==> config.mk <==
export PLATFORM = sky130hd
export DESIGN_NAME = serial_subtractor
export DESIGN_NICKNAME = d
export VERILOG_FILES = /design/src/rtl/serial_subtractor.sv
export SDC_FILE = /design/constraint.sdc
export NUM_CORES = 1
export LEC_CHECK = 0
export CAP_MARGIN = 10
export CORE_MARGIN = 2
export CORE_UTILIZATION = 40
export DETAILED_ROUTE_END_ITERATION = 12
export HOLD_SLACK_MARGIN = 0.1
export PLACE_DENSITY = 0.64
export SYNTH_ARGS = -nofsm -noshare
export SYNTH_HDL_FRONTEND = slang
export SYNTH_SLANG_ARGS = --single-unit
==> constraint.sdc <==
create_clock -name clk -period 1.95 [get_ports clk]
set_clock_uncertainty 0.05 [all_clocks]
set_input_delay 0.195 -clock clk [delete_from_list [all_inputs] [get_ports clk]]
set_output_delay 0.195 -clock clk [all_outputs]
set_load 0.05 [all_outputs]
==> src/rtl/serial_subtractor.sv <==
// Bit-serial a - b, LSB first, one full-subtractor cell with registered borrow.
// Define SERIAL_SUB_OVF_EN to add the registered signed-overflow output ov.
module serial_subtractor #(
  parameter int WIDTH = 8
) (
  input  logic             clk,
  input  logic             reset,
  input  logic             start,
  input  logic [WIDTH-1:0] a,
  input  logic [WIDTH-1:0] b,
  output logic             busy,
  output logic             done,
  output logic [WIDTH-1:0] d,
  output logic             bo
`ifdef SERIAL_SUB_OVF_EN
  ,
  output logic             ov
`endif
);

  localparam int CW = (WIDTH > 1) ? $clog2(WIDTH) : 1;

  typedef enum logic [1:0] {
    IDLE,
    BUSY,
    DONE
  } state_t;

  state_t state, state_nx;

  logic [WIDTH-1:0] sa, sb, sr, sr_nx;
  logic [CW-1:0]    cnt;
  logic             br, br_nx;
  logic             ai, bi, di;
  logic             last, accept;

`ifdef SERIAL_SUB_OVF_EN
  logic am, bm;
`endif

  assign ai     = sa[0];
  assign bi     = sb[0];
  assign di     = ai ^ bi ^ br;
  assign br_nx  = (~ai & bi) | (~(ai ^ bi) & br);
  assign last   = (cnt == CW'(WIDTH - 1));
  assign accept = start && (state != BUSY);
  assign busy   = (state == BUSY);
  assign done   = (state == DONE);

  // Difference bits enter at the MSB so the LSB lands in bit 0 after WIDTH shifts.
  if (WIDTH == 1) begin : g_sr1
    assign sr_nx = di;
  end else begin : g_srn
    assign sr_nx = {di, sr[WIDTH-1:1]};
  end

  always_ff @(posedge clk or posedge reset) begin
    if (reset) state <= IDLE;
    else       state <= state_nx;
  end

  always_comb begin
    state_nx = state;
    unique case (state)
      IDLE:    if (start) state_nx = BUSY;
      BUSY:    if (last) state_nx = DONE;
      DONE:    state_nx = start ? BUSY : IDLE;
      default: state_nx = IDLE;
    endcase
  end

  always_ff @(posedge clk or posedge reset) begin
    if (reset) begin
      sa  <= '0;
      sb  <= '0;
      sr  <= '0;
      br  <= 1'b0;
      cnt <= '0;
      d   <= '0;
      bo  <= 1'b0;
`ifdef SERIAL_SUB_OVF_EN
      am  <= 1'b0;
      bm  <= 1'b0;
      ov  <= 1'b0;
`endif
    end else if (accept) begin
      sa  <= a;
      sb  <= b;
      sr  <= '0;
      br  <= 1'b0;
      cnt <= '0;
`ifdef SERIAL_SUB_OVF_EN
      am  <= a[WIDTH-1];
      bm  <= b[WIDTH-1];
`endif
    end else if (state == BUSY) begin
      sa  <= sa >> 1;
      sb  <= sb >> 1;
      sr  <= sr_nx;
      br  <= br_nx;
      cnt <= cnt + CW'(1);
      if (last) begin
        d  <= sr_nx;
        bo <= br_nx;
`ifdef SERIAL_SUB_OVF_EN
        ov <= (am ^ bm) & (di ^ am);
`endif
      end
    end
  end

endmodule

==> impl_metrics.csv <==
group,metric,value,unit
status,result_of_the_run,"finished, final reports clean",
final_layout,area_growth,22.87,%
logic_synthesis,post-synth-top-area-fraction,53.00,%
routing,drtAntennaViolNets,0,
logic_synthesis,syn_nets,144,
setup_path,cp_data_arrival_time,1880,ps
placement,dpl.hpwl,1997,um
global_routing,overall_fraction_of_global_route_tracks_in_use,13.77,%
logic_synthesis,postSynthAreaPerCell,14.71,um2
global_routing,first_global_vias,1131,
placement,gp_congestion,0.6828,
global_routing,globalRoute.totalOverflow,0,
floorplan,die_area,5037,um2
setup_path,critical_path.top_delay_family,"flip-flops",
setup_path,crit_chain,"ha_1 -> ha_1 -> nand3b_1 -> mux2_2",
cts,cts_buffers,5,
routing,drc,0,
timing,post-route-period-util,90.30,%
logic_synthesis,postSynthCellCount,122,
cts,cts_htree_levels,2,
logic_synthesis,ys.warnings.count,0,
floorplan,num_rows,24,
timing,setup_repair_after_global_routing_missed_its_margin,"false",
floorplan,dieWidth,70.98,um
logic_synthesis,netlist-cell-type-count,16,
routing,met2_length,1492,um
setup_path,critical-path-max-stage-delay,400,ps
routing,vias_per_cell,4.932,
floorplan,initial_utilization,41.49,%
cts,clock_tree_from_tritoncts,"done",
setup_path,critical-path-slowest-cell,"dfrtp_1",
routing,wire_length_on_met1,1281,um
setup_path,reg2regPathDepth,4,
routing,totalWireLength,2974,um
final_layout,drive_gt1_share,35.48,%
power_and_ir_drop,cellPowerDensity,1555,nW/um2
timing,final_worst_path_setup_slack,189.2,ps
setup_path,crit-reg2reg-capture,"d[1]",
cts,cts_root_buf,"clkbuf_8",
routing,top_layer_used,"met4",
setup_path,ff2ff_setup_slack,190,ps
timing,drv_slew,0,
setup_path,timing.critical_path.buf_inv,0,
logic_synthesis,ys_seq_elements,38,
final_layout,nets,177,
routing,wire_per_inst,14.37,um
floorplan,fp.dieH,70.98,um
timing,worst_tran_pin_value,537.3,ps
logic_synthesis,seq_area_frac_synth,53.00,%
power_and_ir_drop,leakage,1.052,nW
placement,preCtsSetupSlack,175.8,ps
timing,maxClockFrequency,0.5679,GHz
power_and_ir_drop,ir_worst_vdd,0.7169,mV
timing,setup_viol_count_final,0,
cts,numClockSinks,38,
timing,slew-limit-headroom,64.07,%
logic_synthesis,post_synth_instance_area,1794,um2
cts,worst_setup_hold_path_clk_slew,60,ps
routing,route.vias.total,1021,
setup_path,timing.critical_path.to_type,"flop",
timing,finalHoldViolations,0,
timing,finalSetupTns,0,ps
logic_synthesis,synthTopCellsByArea,"dfrtp_1, mux2_2, mux2_4, mux2i_1, nor2b_1",
timing,finalWorstPathRequiredPeriod,1761,ps
floorplan,placeableCoreArea,4324,um2
cts,clockBufferDepth,2,
placement,portBuffers,29,
worst_hold_path,worst_min_delay_path_class,"in -> async",
global_routing,antenna_found_initial,0,
cts,cts_hold_buffers,0,
global_routing,grt_pass1_wl,5319,um
setup_path,critical_path.startpoint_type,"flop",
routing,drt_iter0_drc,34,
job,max-cap-violations,0,
cts,insertion_delay,290,ps
setup_path,critPathMaxFanout,10,
setup_path,r2r_start,"cnt[0]",
routing,drt_pre_antenna_iters,3,
setup_path,timing_worst_setup_path_type,"reg -> reg",
routing,detailed_routed_wire_length_on_met3,146,um
logic_synthesis,synth_area_leader_cell,"dfrtp_1",
global_routing,grt_max_degree,39,
final_layout,final_antenna_diode_count,0,
setup_path,critPathRequiredTime,2070,ps
setup_path,cp_common_cell,"ha_1",
floorplan,top_level_ports,30,
stage by stage:
step           total power, mW  cell area [um2]  utilization (%)  hold WS [ps]  std cells
2_1_floorplan            2.565             1794                -         301.2        122
3_3_place_gp             2.921             2126            49.16         419.9        200
3_5_place_dp             2.976             2126            49.16         439.4        200
4_1_cts                  3.485             2202            50.93         287.3        207
5_1_grt                  3.677             2205            50.98         340.6        207
6_report                 3.428             2205            50.98         267.4        207
cells in the mapped netlist:
cell / number
inv_1: 7
o22ai_1: 1
mux2_2: 33
ha_1: 2
nand2b_1: 3
nand3b_1: 1
mux2_4: 12
buf_2: 3
dfrtp_1: 38
buf_6: 3
fa_1: 1
nor2b_1: 7
and2b_1: 3
mux2i_1: 5
buf_8: 1
nor2_1: 2
cell type report:
class,count,area (um2)
Fill cell,393,2120
Sequential cell,38,950.9
Multi-Input combinational cell,70,753.2
Timing Repair Buffer,33,332.8
Clock buffer,7,76.32
Tap cell,52,65.06
Inverter,7,26.28
cell families (layout without fill, tap and decap cells):
logic type / after synthesis / in the layout / share of synthesized area, %
flops: 38 / 38 / 53.00
simple gates: 16 / 16 / 5.579
compound gates: 1 / 1 / 0.3489
fa+ha+maj: 3 / 3 / 2.510
buf+inv: 14 / 47 / 5.021
mux: 50 / 50 / 33.54
per-layer routing:
metal  up-vias  global-route usage, %
met4         0                  5.660
li1        478                      -
met1       517                  16.31
met3         7                  4.986
met5         -                      0
met2        19                  22.74
worst max-delay path by stage:
| stage | startpoint | cells past startpoint | slack [ps] | end |
|---|---|---|---|---|
| 6_report | cnt[0] | 4 | 190 | d[1] |
| 5_1_grt | cnt[0] | 4 | 80 | d[5] |
| 4_1_cts | state[0] | 2 | 30 | done |
| 3_5_place_dp | cnt[0] | 4 | 180 | d[5] |
| 3_3_place_gp | cnt[0] | 4 | 240 | d[6] |
| 2_1_floorplan | cnt[0] | 5 | 420 | d[0] |
cell usage in the layout (no fill, tap or decap):
cell / netlist / layout
o22ai_1: 1 / 1
nand3b_1: 1 / 1
inv_1: 7 / 7
and2b_1: 3 / 3
clkbuf_8: 0 / 5
buf_4: 0 / 4
clkbuf_1: 0 / 2
clkdlybuf4s50_1: 0 / 27
mux2i_1: 5 / 5
nand2b_1: 3 / 3
ha_1: 2 / 2
mux2_2: 33 / 33
mux2_4: 12 / 12
buf_12: 0 / 1
nor2_1: 2 / 2
fa_1: 1 / 1
dlymetal6s2s_1: 0 / 1
dfrtp_1: 38 / 38
nor2b_1: 7 / 7
power breakdown:
| group | switching (mW) | internal [mW] | total (mW) |
|---|---|---|---|
| combinational | 0.776 | 0.825 | 1.60 |
| clock | 0.249 | 0.246 | 0.495 |
| sequential | 0.191 | 1.14 | 1.33 |
registers in the layout (all words and copies together), names as in the netlist:
name   cells
d          8
sa         8
sb         8
sr         7
cnt        3
state      2
bo         1
br         1
worst reg2reg max path: cells and delay by family (launching register included):
family | cells | cell delay (ps)
muxes | 1 | 400
DFF | 1 | 400
and+or+nand+nor | 1 | 400
adders and majority gates | 2 | 400
repair_timing:
action                     CTS  global route
buffers inserted             0             0
resized for setup            0             1
setup endpoints to repair    0             1
Note: power is estimated with default switching activity, not from simulation.
